===== src/rtl/circuit_bist_pkg.sv =====
// Shared constants, state encoding and sizing helper for the circuit_bist engine.
package circuit_bist_pkg;

    localparam logic [31:0] LFSR_TAPS = 32'h80200003;

    typedef enum logic [2:0] {
        ST_IDLE,
        ST_FILL,
        ST_DRIVE,
        ST_DRAIN,
        ST_DONE
    } state_e;

    // Number of 32-bit LFSR words needed to cover one W-bit vector.
    function automatic int calc_k(input int width);
        return (width + 31) / 32;
    endfunction

endpackage


===== src/rtl/lfsr32_galois.sv =====
// 32-bit right-shifting Galois LFSR with synchronous seed load and step enable.
module lfsr32_galois
    import circuit_bist_pkg::*;
(
    input  logic        clk,
    input  logic        rst,
    input  logic        load,
    input  logic [31:0] seed,
    input  logic        step,
    output logic [31:0] q,
    output logic [31:0] q_next
);

    logic [31:0] safe_seed;
    logic [31:0] lfsr_d;
    logic [31:0] lfsr_q;

    // An all-zero state would lock up the register, so a zero seed loads 1.
    always_comb begin
        safe_seed = (seed == 32'd0) ? 32'd1 : seed;
        q_next    = (lfsr_q >> 1) ^ (lfsr_q[0] ? LFSR_TAPS : 32'd0);
        lfsr_d    = lfsr_q;
        if (load) begin
            lfsr_d = safe_seed;
        end else if (step) begin
            lfsr_d = q_next;
        end
    end

    always_ff @(posedge clk) begin
        if (rst) begin
            lfsr_q <= safe_seed;
        end else begin
            lfsr_q <= lfsr_d;
        end
    end

    assign q = lfsr_q;

endmodule


===== src/rtl/circuit_bist.sv =====
// Stimulus/response engine: LFSR-generated vectors driven with an en strobe, Y compacted into a MISR.
module circuit_bist
    import circuit_bist_pkg::*;
#(
    parameter int          W         = 96,
    parameter int          N_VEC     = 100,
    parameter logic [31:0] SEED      = 32'd7,
    parameter int          LAT       = 1,
    parameter logic [W-1:0] MISR_POLY = (W'(1) << 94) | (W'(1) << 49) | (W'(1) << 47) | W'(1)
) (
    input  logic                       clk,
    input  logic                       rst,
    input  logic                       start,
    output logic [W-1:0]               X,
    output logic                       en,
    input  logic [W-1:0]               Y,
    output logic                       busy,
    output logic                       done,
    output logic [$clog2(N_VEC+1)-1:0] vec_cnt,
    output logic [W-1:0]               signature
);

    localparam int K  = calc_k(W);
    localparam int XB = K * 32;
    localparam int FW = $clog2(K + 1);
    localparam int VW = $clog2(N_VEC + 1);

    state_e          state_d, state_q;
    logic [FW-1:0]   fill_cnt_d, fill_cnt_q;
    logic [XB-1:0]   xbuf_d, xbuf_q;
    logic [W-1:0]    x_d, x_q;
    logic            en_d, en_q;
    logic [LAT-1:0]  en_pipe_d, en_pipe_q;
    logic [VW-1:0]   vec_cnt_d, vec_cnt_q;
    logic [W-1:0]    sig_d, sig_q;
    logic            lfsr_load;
    logic            lfsr_step;
    logic [31:0]     lfsr_next;
    logic [31:0]     lfsr_unused;

    lfsr32_galois u_lfsr (
        .clk    (clk),
        .rst    (rst),
        .load   (lfsr_load),
        .seed   (SEED),
        .step   (lfsr_step),
        .q      (lfsr_unused),
        .q_next (lfsr_next)
    );

    always_comb begin
        state_d    = state_q;
        fill_cnt_d = fill_cnt_q;
        xbuf_d     = xbuf_q;
        x_d        = x_q;
        en_d       = 1'b0;
        en_pipe_d  = LAT'({en_pipe_q, en_q});
        vec_cnt_d  = vec_cnt_q;
        sig_d      = sig_q;
        lfsr_load  = 1'b0;
        lfsr_step  = 1'b0;

        if (en_pipe_q[LAT-1]) begin
            sig_d = {sig_q[W-2:0], 1'b0} ^ (sig_q[W-1] ? MISR_POLY : '0) ^ Y;
        end

        unique case (state_q)
            ST_IDLE, ST_DONE: begin
                if (start) begin
                    lfsr_load  = 1'b1;
                    sig_d      = '0;
                    vec_cnt_d  = '0;
                    fill_cnt_d = '0;
                    state_d    = ST_FILL;
                end
            end
            ST_FILL: begin
                lfsr_step = 1'b1;
                xbuf_d    = (xbuf_q << 32) | XB'(lfsr_next);
                if (fill_cnt_q == FW'(K - 1)) begin
                    state_d = ST_DRIVE;
                end else begin
                    fill_cnt_d = fill_cnt_q + 1'b1;
                end
            end
            ST_DRIVE: begin
                x_d        = xbuf_q[W-1:0];
                en_d       = 1'b1;
                fill_cnt_d = '0;
                if (vec_cnt_q != VW'(N_VEC)) begin
                    vec_cnt_d = vec_cnt_q + 1'b1;
                end
                state_d = (vec_cnt_d == VW'(N_VEC)) ? ST_DRAIN : ST_FILL;
            end
            // Leave once the final capture is happening on this edge.
            ST_DRAIN: begin
                if (en_pipe_d == '0) begin
                    state_d = ST_DONE;
                end
            end
            default: state_d = ST_IDLE;
        endcase
    end

    always_ff @(posedge clk) begin
        if (rst) begin
            state_q    <= ST_IDLE;
            fill_cnt_q <= '0;
            xbuf_q     <= '0;
            x_q        <= '0;
            en_q       <= 1'b0;
            en_pipe_q  <= '0;
            vec_cnt_q  <= '0;
            sig_q      <= '0;
        end else begin
            state_q    <= state_d;
            fill_cnt_q <= fill_cnt_d;
            xbuf_q     <= xbuf_d;
            x_q        <= x_d;
            en_q       <= en_d;
            en_pipe_q  <= en_pipe_d;
            vec_cnt_q  <= vec_cnt_d;
            sig_q      <= sig_d;
        end
    end

    assign X         = x_q;
    assign en        = en_q;
    assign busy      = (state_q == ST_FILL) || (state_q == ST_DRIVE) || (state_q == ST_DRAIN);
    assign done      = (state_q == ST_DONE);
    assign vec_cnt   = vec_cnt_q;
    assign signature = sig_q;

endmodule


===== config.mk =====
export PLATFORM = sky130hd
export DESIGN_NAME = circuit_bist
export DESIGN_NICKNAME = d
export VERILOG_FILES = /design/src/rtl/circuit_bist_pkg.sv /design/src/rtl/lfsr32_galois.sv /design/src/rtl/circuit_bist.sv
export SDC_FILE = /design/constraint.sdc
export NUM_CORES = 1
export LEC_CHECK = 0
export CAP_MARGIN = 20
export CORE_MARGIN = 8
export CORE_UTILIZATION = 35
export CTS_BUF_LIST = sky130_fd_sc_hd__clkbuf_4 sky130_fd_sc_hd__clkbuf_8 sky130_fd_sc_hd__clkbuf_16
export CTS_CLUSTER_DIAMETER = 100
export CTS_CLUSTER_SIZE = 30
export DETAILED_ROUTE_END_ITERATION = 16
export GPL_TIMING_DRIVEN = 0
export MAX_ROUTING_LAYER = met4
export SETUP_SLACK_MARGIN = 0.5
export SLEW_MARGIN = 30
export SYNTH_ARGS = -nofsm -noshare
export SYNTH_HDL_FRONTEND = slang
export SYNTH_HIERARCHICAL = 1
export SYNTH_SLANG_ARGS = --single-unit

===== constraint.sdc =====
create_clock -name clk -period 3.7 [get_ports clk]
set_input_delay 0.925 -clock clk [delete_from_list [all_inputs] [get_ports clk]]
set_output_delay 0.925 -clock clk [all_outputs]
set_load 0.005 [all_outputs]

== Word-level counts from Yosys, hierarchy flattened ==
Index checks and enable logic that the tools add are counted.
Widths: inputs -> output; s select.
Storage, ports and cells
  bits in read-only memories: 0
  bits in writable memories: 0
  input port bits: 99
  latch bits: 0
  memories: 0
  bits in registers: 334
Operators by class
  shift-type cells: 0
  add/subtract/negate cells: 2
  order comparisons: 0
  muxes and demuxes: 21
  $mul: 0
  equal/unequal tests: 11
  reductions and logical operators: 10
  divide/modulo/power cells: 0
  bitwise logic cells: 4
Operators by type and width (count)
  $mux 96: 3
  $or 96x32->96: 1
  $xor 96x95->96: 1
  $xor 96x96->96: 1
  $mux 95: 1
  $mux 32: 1
  $xor 31x32->32: 1
  $mux 7: 3
  $pmux 7 s2: 1
  $pmux 3 s4: 1
  $mux 3: 3
  $ne 2x2->1 const B: 4
  $add 7x1->7 const B: 1
  $eq 7x7->1 const B: 1
  $ne 7x7->1 const B: 1
  $eq 3x2->1 const B: 2
  $mux 2: 3
  $pmux 2 s3: 1
  $reduce_and 3->1: 2
  $mux 1: 4
  $reduce_or 2->1: 2
  $eq 3x1->1 const B: 1
  $eq 3x3->1 const B: 1
  $logic_not 3->1: 1
  other kinds (6): 7

== Longest topological paths before layout ==
Gate-level depths: netlist (run 1).
  depth in word-level cells: 6
  mapped depth: 8
  gate-level depth less buffers: 7

== Cells and area by module ==
Netlist (run 1), hierarchy kept.
Modules (own cells, without submodules)
  circuit_bist: cells each 1357, area an instance 11556.1 um2, times used 1
  lfsr32_galois: cells each 113, area an instance 1695.4 um2, times used 1

== Worst setup path after synthesis (run 1) ==
OpenSTA, ideal clock, no wires.
  path type: register -> register
  start point: register state_q[2]
  end point: register u_lfsr.lfsr_q[0] (netlist: u_lfsr/q[0]) (enable)
  required time: 3310 ps
  setup slack: 1361 ps
  stages on the path, launching flop included: 7
  buffers on the path: 2
  clock period less this slack: 2339 ps
  arrival time: 1949 ps
  cell sequence: dfxtp_1 -> nand2b_1 -> nand2b_1 -> buf_2 -> inv_2 -> clkbuf_1 -> or3_1
On the way
  elaborated cells on any way between the ends: 7
RTL lines
  from (decl): line circuit_bist.sv:28  | state_e state_d, state_q;
  from (signal assigned): line circuit_bist.sv:116  | state_q <= state_d;
  $eq 3x1->1: line circuit_bist.sv:67  | unique case (state_q)
  $mux 1: line circuit_bist.sv:67
  via lfsr_step: line circuit_bist.sv:37  | logic lfsr_step;
  to (signal assigned): line lfsr32_galois.sv:32  | lfsr_q <= safe_seed;
  to (signal assigned): line lfsr32_galois.sv:34  | lfsr_q <= lfsr_d;
  to (decl): line lfsr32_galois.sv:16  | logic [31:0] lfsr_q;
The timed path passes the listed nets, and every way through them passes these cells.
A chain may end at the register's enable or synchronous reset.

==> impl_results.md, run 1 <==
- Vias in the first global route: approximately 11000
- Post-synthesis average cell area: roughly 9.0 um2
- Clock transition at path regs: around 0.11 ns
- Worst Skew: 0.0152 ns
- Filler Cell Count: 3700
- Critical path capture point type: register
- Layout cell share with drive strength beyond 1: 8.25%
- Worst skew pair latency: 0.51 ns
- Area grow syn2layout: 32.8%
- First-pass iteration count of the detailed router: 5
- Peak Freq: 347 MHz
- Total wire length: 41.5 mm
- Switching portion of total power: roughly 25%
- Die W: approximately 210 um
- Root Buffer Master: clkbuf_16
- Design Power: 6.77 mW
- Max-cap violations: 0
- PortBufs: 300
- Primary FF master, synth: dfxtp_1
- Final hold vios: 0
- Max Slew Vio Count: 0
- Clk pwr share: a little under a third
- RSZ-0062 raised after global routing: no
- Num CTS Buffers: 15
- Routed vias/inst: 4.64
- Post_cts resized: 0
- P_sw: 1.70 mW
- Antenna-violating nets left: 0
- Worst r2r src: state_q[2]$_SDFFE_PP0P_
- Comb power frac: 11.9%
- Initial drt markers: 752
- Setup_tns: 0 ns
- Setup ws final: roughly 0.82 ns
- Cts hold-fix bufs: 0
- Hold Path Cell Cnt: 2
- Remaining DRCs: 0
- Worst VDD drop: 0.000232 V
- Post-synthesis async set-or-reset flop share: 0%
- FP Rows: 71
- First-pass GRT wire length: 62.8 mm
- GPL Wtd Cong: 0.872
- I/O pins: 301
- Nets: 1951
- PD cells: a little under 400 nW/um2
- Die height: 211 um
- Final worst path period share: between 70% and 80%
- All-Layer GR Usage: 18.3%
- Critical Setup Path Class: input port to register
- CTS tree: built
- Tmin final: 2.88 ns
- Synth Register Bits: roughly 330
- Pre-CTS WS: ~0.26 ns
- Initial antenna violation count: 0
- CP arrival: 3.24 ns
- Global route total overflow: 0
- WHS Endpoint: X[89]$_SDFFE_PP0P_
- H-tree levels: 1
- Most frequent cells in the layout: nand2_1 (390), dfxtp_1 (302), clkdlybuf4s50_1 (300)
- Slew @ Worst Pin: 0.775 ns
- Synth Instances: 1470
- Int Pwr: 5.07 mW
- Library cells used by synthesis: 49
- R2r worst-path depth: 6
- Largest net degree at the start of global routing: 33
- Clock Path Buffers: 3
- Relative slew slack: just under 50%
- Seq pwr share: between 50% and 60%
- Vias: 11000
- Sequential element share of the synthesized area: between 50% and 60%
- Worst r2r dst: u_lfsr/q[15]$_DFFE_PP_
- LEAKAGE: 5.63 nW
- Post CTS Setup Buffer Count: 0
- WP data required: 4.06 ns
- Initial Utilization: 35.3%
- Yosys synthesis warning count: 6
- CP max FO: 10
- Reg2Reg Setup Slack: between 1 and 1.5 ns
- Hold Path Class: register to register
- Crit path launch type: input port
- Syn Std Cell Area: ~13000 um2
- Hold Startpoint: xbuf_q[89]$_SDFFE_PP0P_
- Post-synth EDFFs: 32
- CTS sink cnt: ~330
- Half-perimeter wire length after placement: 32.4 mm
- ANT cells: 0
- Final setup vio count: 0
- Die area: 44300 um2
- Status: complete, no violations
- Core box area: around 37000 um2
- Routed wire per std cell: 17.6 um
- Leading cell type in the layout, fill and taps excluded: nand2_1
-- worst max-delay path, cell delays in order --
cell and delay [ns]:
clkdlybuf4s50_1 0.65, clkbuf_1 0.46, or2_1 0.22, clkbuf_1 0.33, buf_2 0.37, buf_6 0.22, a211oi_2 0.05
-- through the flow --
step	hold slack (ns)	instance area [um2]	utilization, %	std cells
3_3_place_gp	0.446	17100	45.7	2343
3_5_place_dp	0.447	17100	45.7	2343
2_1_floorplan	0.432	13500	-	1532
6_report	0.463	17600	46.9	2365
5_1_grt	0.483	17600	46.9	2365
4_1_cts	0.463	17600	46.9	2365
-- kinds of logic (layout without fill, tap and decap cells) --
| logic type | count (synthesis) | in the layout | synth area share (%) |
|---|---|---|---|
| DFF | 334 | 334 | 52.9 |
| adders and majority gates | 3 | 3 | 0.283 |
| xor gates and xnor gates | 104 | 104 | 6.87 |
| AOI/OAI and AO/OA | 318 | 318 | 15.7 |
| buffers and inverters | 140 | 462 | 5.43 |
| other | 2 | 64 | 0.0567 |
| and+or+nand+nor | 535 | 535 | 15.9 |
| muxes | 34 | 34 | 2.89 |
-- registers in the layout (all words and copies together) (netlist names) --
name and flops:
X 96, en 1, en_pipe_q 1, fill_cnt_q 2
signature 96, state_q 3, u_lfsr/q 32, vec_cnt 7
xbuf_q 96
-- power groups by stage --
stage          logic [mW]  clock network (mW)  registers [mW]
6_report            0.806                2.08            3.89
5_1_grt             0.881                2.27            3.91
4_1_cts             0.810                2.14            3.89
3_5_place_dp        0.806                   0            3.97
3_3_place_gp        0.797                   0            3.97
2_1_floorplan       0.509                   0            3.94
-- cell usage after synthesis (2+ instances only) --
master	n	area share, %
nand3_1	6	0.23
a211o_1	3	0.20
mux2i_1	3	0.23
dfxtp_1	302	46
or3_1	2	0.094
inv_2	2	0.057
conb_1	2	0.057
a211oi_1	54	3.1
nor3_1	7	0.26
nand4_1	3	0.14
buf_1	7	0.20
a21o_1	2	0.11
nand2_1	390	11
o221ai_1	2	0.13
buf_6	5	0.42
and2_1	2	0.094
nor2_1	104	2.9
buf_2	16	0.60
nor2b_1	2	0.094
o21a_1	3	0.17
nor4_1	8	0.38
o21ai_0	6	0.23
inv_1	4	0.11
ha_1	3	0.28
xnor2_1	100	6.6
buf_4	31	1.8
mux2_2	30	2.5
nand2b_1	3	0.14
xor2_1	4	0.26
edfxtp_1	32	7.3
or3b_1	2	0.13
clkbuf_8	2	0.21
a21oi_1	200	7.6
a211oi_2	40	3.8
a31oi_1	2	0.094
clkbuf_1	73	2.1
-- routing by layer --
| metal | share of wire (%) | track usage, % |
|---|---|---|
| met4 | 2.0 | 4.32 |
| met3 | 4.6 | 2.39 |
| met5 | 0 | - |
| met1 | 45 | 23.7 |
| met2 | 48 | 30.0 |
-- worst max path at each step --
stage,from,end,slack [ns],cells after the start
after floorplan,state_q[2]$_SDFFE_PP0P_,u_lfsr/q[0]$_DFFE_PP_,1.36,6
after global placement,rst,signature[68]$_SDFF_PP0_,0.27,7
after detailed placement,rst,signature[78]$_SDFF_PP0_,0.26,7
after CTS,rst,signature[78]$_SDFF_PP0_,0.79,7
after global routing,rst,signature[62]$_SDFF_PP0_,0.72,7
final,rst,signature[63]$_SDFF_PP0_,0.82,7
-- area by class of cell --
class                   instances  area (um2)  share of cell area (%)
inverters                       6        22.5                   0.128
plain buffers                 134         697                    3.96
clock inverters                 3        50.0                   0.284
flip-flops and latches        334        7010                    39.8
clock buffers                  19         423                    2.40
repair buffers                300        3000                    17.1
multi-input cells            1058        5760                    32.7
well taps                     511         639                    3.63
Power figures use the tool's default switching activity.
==> run 2: changes to the inputs <==
Clock period 3.7 ns to 3 ns, I/O delays scaled along.
==> impl_results.md, run 2 (synthesis results as in run 1) <==
- Status: complete, no violations
- Worst VDD drop: ~0.00029 V
- Largest net degree at the start of global routing: 33
- Antenna-violating nets left: 0
- Switching portion of total power: 25.0%
- CP max FO: 10
- First-pass GRT wire length: 62.9 mm
- Nets: ~2000
- WP data required: 3.38 ns
- Slew @ Worst Pin: around 0.76 ns
- All-Layer GR Usage: 18.3%
- Die area: 44300 um2
- Metal2 WL: 20.1 mm
- Hold Path Class: register to register
- Post CTS Setup Buffer Count: 0
- Num CTS Buffers: 15
- Core box area: 37500 um2
- H-tree levels: 1
- PD cells: approximately 470 nW/um2
- LEAKAGE: 5.66 nW
- Comb power frac: approximately an eighth
- CP arrival: 2.82 ns
- Routed vias/inst: ~4.7
- Dpl cells: roughly 2300
- Final hold vios: 0
- Clock transition at path regs: 0.11 ns
- PortBufs: 300
- Initial drt markers: 745
- First-pass iteration count of the detailed router: 5
- Vias: about 11000
- Area grow syn2layout: 33.0%
- RSZ-0062 raised after global routing: no
- WHS: 0.462 ns
- Global route total overflow: 0
- Total wire length: 41.5 mm
- Worst Skew: 0.0179 ns
- Metal3 WL: 1.83 mm
- I/O pins: 301
- Worst skew pair latency: just over 0.5 ns
- Hold Path Cell Cnt: 2
- Layout cell share with drive strength beyond 1: 8.90%
- Die height: between 200 and 250 um
- Cell Count, Final, Fillers Out: 2365
- R2r worst-path depth: 6
- Top Layer Used: met4
- Clk pwr share: 30.6%
- P_sw: 2.09 mW
- Final setup vio count: 0
- Max-cap violations: 0
- ANT cells: 0
- Critical Setup Path Class: input port to register
- Initial antenna violation count: 0
- Critical path capture point type: register
- Seq pwr share: 57.4%
- FP Rows: 71
- Root Buffer Master: clkbuf_16
- CTS tree: built
- Die W: 211 um
- Relative slew slack: 49.4%
- Leading cell type in the layout, fill and taps excluded: nand2_1
- Vias in the first global route: 10500
- Crit path launch type: input port
- Remaining DRCs: 0
- GPL Wtd Cong: 0.872
- Design Power: 8.35 mW
- Setup_tns: 0 ns
- Wl on met1: between 15 and 20 mm
- Filler Cell Count: roughly 3700
- Final worst path period share: 81.4%
- Max Slew Vio Count: 0
- Half-perimeter wire length after placement: between 30 and 40 mm
- Peak Freq: 410 MHz
- Tmin final: 2.44 ns
- Most frequent cells in the layout: nand2_1 (390), dfxtp_1 (300), clkdlybuf4s50_1 (300)
- Int Pwr: 6.26 mW
- CTS sink cnt: ~330
- Routed wire per std cell: roughly 18 um
- Initial Utilization: 35.3%
- Clock Path Buffers: 3
run 2: cell types whose count changed in the layout (fill, tap and decap cells not counted):
cell | before | now
or3_4 | 0 | 1
buf_1 | 7 | 8
buf_2 | 16 | 15
buf_4 | 31 | 32
or3_2 | 1 | 0
clkbuf_2 | 0 | 9
nor2_4 | 1 | 2
clkbuf_1 | 73 | 63
dfxtp_1 | 302 | 300
nor2_1 | 104 | 103
dfxtp_2 | 0 | 2
run 2: worst max-delay path, cell delays in order:
cell and delay (ns):
clkdlybuf4s50_1 0.66, clkbuf_2 0.33, buf_1 0.49, clkbuf_1 0.49, a21oi_1 0.09
run 2: worst paths after layout:
path	startpoint	end	slack, ns
setup / recovery	rst	xbuf_q[15]$_SDFFE_PP0P_	0.56
hold / removal	xbuf_q[89]$_SDFFE_PP0P_	X[89]$_SDFFE_PP0P_	0.46
setup reg to reg	state_q[2]$_SDFFE_PP0P_	u_lfsr/q[15]$_DFFE_PP_	0.65
hold reg to reg	xbuf_q[89]$_SDFFE_PP0P_	X[89]$_SDFFE_PP0P_	0.46
run 2: routing by layer:
metal | track usage [%] | up-vias
li1 | - | 5560
met1 | 23.7 | 5188
met2 | 30.1 | 224
met3 | 2.39 | 42
met4 | 4.32 | 0
met5 | - | -
run 2: area by class of cell:
type	count	area [um2]	share of cell area [%]
clock buffers	19	423	2.40
repair buffers	300	3000	17.0
flip-flops and latches	334	7010	39.8
multi-input cells	1058	5770	32.7
well taps	511	639	3.63
plain buffers	134	711	4.03
inverters	6	22.5	0.128
clock inverters	3	50.0	0.284
run 2: per-stage QoR:
step	worst slack, ns	cell area [um2]	utilization (%)
final	0.559	17600	47.0
after detailed placement	-0.263	17100	45.7
after CTS	0.509	17600	47.0
after global routing	0.495	17600	47.0
after floorplan	0.661	13500	-
after global placement	-0.256	17100	45.7
run 2: repair_timing:
action / CTS / global route
hold buffers: 0 / 0
setup endpoints to repair: 255 / 104
resized for setup: 8 / 13
pin swaps: 1 / 0
run 2: power groups by stage:
stage	clock (mW)	sequential (mW)	combinational, mW
after detailed placement	0	4.90	0.994
after global placement	0	4.89	0.984
after floorplan	0	4.86	0.627
final	2.55	4.80	1.00
after global routing	2.80	4.82	1.09
after CTS	2.64	4.79	1.00
==> run 3: changes to the inputs <==
Clock period 3 ns to 2.3 ns, I/O delays scaled along.
==> impl_results.md, run 3 (synthesis results as in run 1) <==
- Status: complete, no violations
- Leading cell type in the layout, fill and taps excluded: nand2_1
- PortBufs: 300
- WP data required: 1.73 ns
- CP max FO: 3
- Vias in the first global route: 11100
- Most used routing layer: met2
- Initial drt markers: 698
- Root Buffer Master: clkbuf_16
- Layout cell share with drive strength beyond 1: 21.2%
- Initial antenna violation count: 4
- Worst Skew: 0.0250 ns
- Peak Freq: 541 MHz
- Setup_tns: 0 ns
- FP Rows: ~70
- PD cells: around 600 nW/um2
- Final setup vio count: 0
- Met1 Track Usage GR: 23.3%
- RSZ-0062 raised after global routing: yes
- Half-perimeter wire length after placement: 32.2 mm
- CP arrival: 1.27 ns
- Cts hold-fix bufs: 0
- Die height: between 200 and 250 um
- Dpl cells: 2343
- Vias: 11300
- Relative slew slack: between 50% and 60%
- Worst skew pair latency: 0.52 ns
- Most frequent cells in the layout: nand2_1 (390), a21oi_1 (200), dlygate4sd2_1 (188)
- Final hold vios: 0
- Cell Count, Final, Fillers Out: 2425
- Routed wire per std cell: roughly 18 um
- First-pass GRT wire length: 65.3 mm
- Remaining DRCs: 0
- All-Layer GR Usage: a little under a fifth
- Max Slew Vio Count: 0
- CTS tree: built
- LEAKAGE: 7.11 nW
- Filler Cell Count: approximately 3700
- Slew @ Worst Pin: 0.629 ns
- Total wire length: around 43 mm
- Largest net degree at the start of global routing: 32
- Max-cap violations: 0
- Nets: about 2000
- Area grow syn2layout: 36.9%
- Worst VDD drop: 0.000387 V
- Num CTS Buffers: 15
- CTS sink cnt: 334
- Die W: 211 um
- Clock Path Buffers: 3
- Met2 usage: a little under a third
- Antenna-violating nets left: 0
- I/O pins: 301
- Critical path capture point type: primary output
- Crit path launch type: register
- Hold Path Class: register to register
- Final worst path period share: 80.4%
- Routed vias/inst: 4.67
- Global route total overflow: 0
- First-pass iteration count of the detailed router: 5
- Critical Setup Path Class: register to primary output
- Post-Route Utilization: 48.4%
- Tmin final: 1.85 ns
- Design Power: 11.0 mW
- Initial Utilization: 35.3%
- M3 GR Usage: approximately 3.5%
- GPL Wtd Cong: 0.865
- H-tree levels: 1
- WHS: 0.444 ns
- Clock transition at path regs: 0.11 ns
- Core box area: 37500 um2
- Die area: 44300 um2
## run 3: cell types whose count changed in the layout (fill, tap and decap cells not counted), sizes merged
cell           before  now
dlygate4sd2         0  188
diode               0    4
or3                 2    5
clkdlybuf4s50     300   96
buf                60  110
clkbuf             93  101
clkinv              0    1
clkdlybuf4s15       0   10
## run 3: worst max-delay path: stages (launching register included)
cell and delay (ns):
dfxtp_4 0.38, nor2_4 0.14, and2_4 0.16, buf_6 0.08
## run 3: metal layers
| metal | vias up | share of wire, % |
|---|---|---|
| met1 | 5326 | 43 |
| met5 | - | 0 |
| met3 | 47 | 5.8 |
| met2 | 248 | 49 |
| met4 | 0 | 2.4 |
| li1 | 5693 | - |
## run 3: power by group
group / total [mW] / leakage [nW] / internal [mW] / switching, mW
logic: 1.39 / 4.05 / 0.658 / 0.733
clock network: 3.36 / 0.236 / 1.45 / 1.91
registers: 6.25 / 2.83 / 6.09 / 0.155
total: 11.0 / 7.11 / 8.20 / 2.80
## run 3: cell type report
cell class	count	area, um2	share of cell area, %
diodes	4	10.0	0.0552
clock buffers	18	422	2.32
repair buffers	353	3140	17.3
well taps	511	639	3.52
flip-flops and latches	334	7190	39.6
plain buffers	134	821	4.52
inverters	6	27.5	0.152
multi-input cells	1061	5840	32.2
clock inverters	4	50.0	0.276
## run 3: path summary, 6_finish.rpt
path,end,slack (ns),depth (start not counted),startpoint
setup reg to reg,u_lfsr/q[7]$_DFFE_PP_,0.52,7,state_q[0]$_SDFFE_PP0P_
hold / removal,X[68]$_SDFFE_PP0P_,0.44,2,xbuf_q[68]$_SDFFE_PP0P_
setup / recovery,done,0.45,3,state_q[0]$_SDFFE_PP0P_
hold reg to reg,X[68]$_SDFFE_PP0P_,0.44,2,xbuf_q[68]$_SDFFE_PP0P_
## run 3: through the flow
stage	instance area, um2	setup WS, ns
final	18100	0.452
after global routing	18100	0.412
after CTS	18100	0.429
after floorplan	13500	0.507
after global placement	17100	-0.731
after detailed placement	17100	-0.773
## run 3: timing repair
action                                  CTS  global route
cloned                                    3             0
pin swaps                                 4             5
resized for setup                       392            83
setup buffers                            53             0
endpoints found under the setup margin  507           246
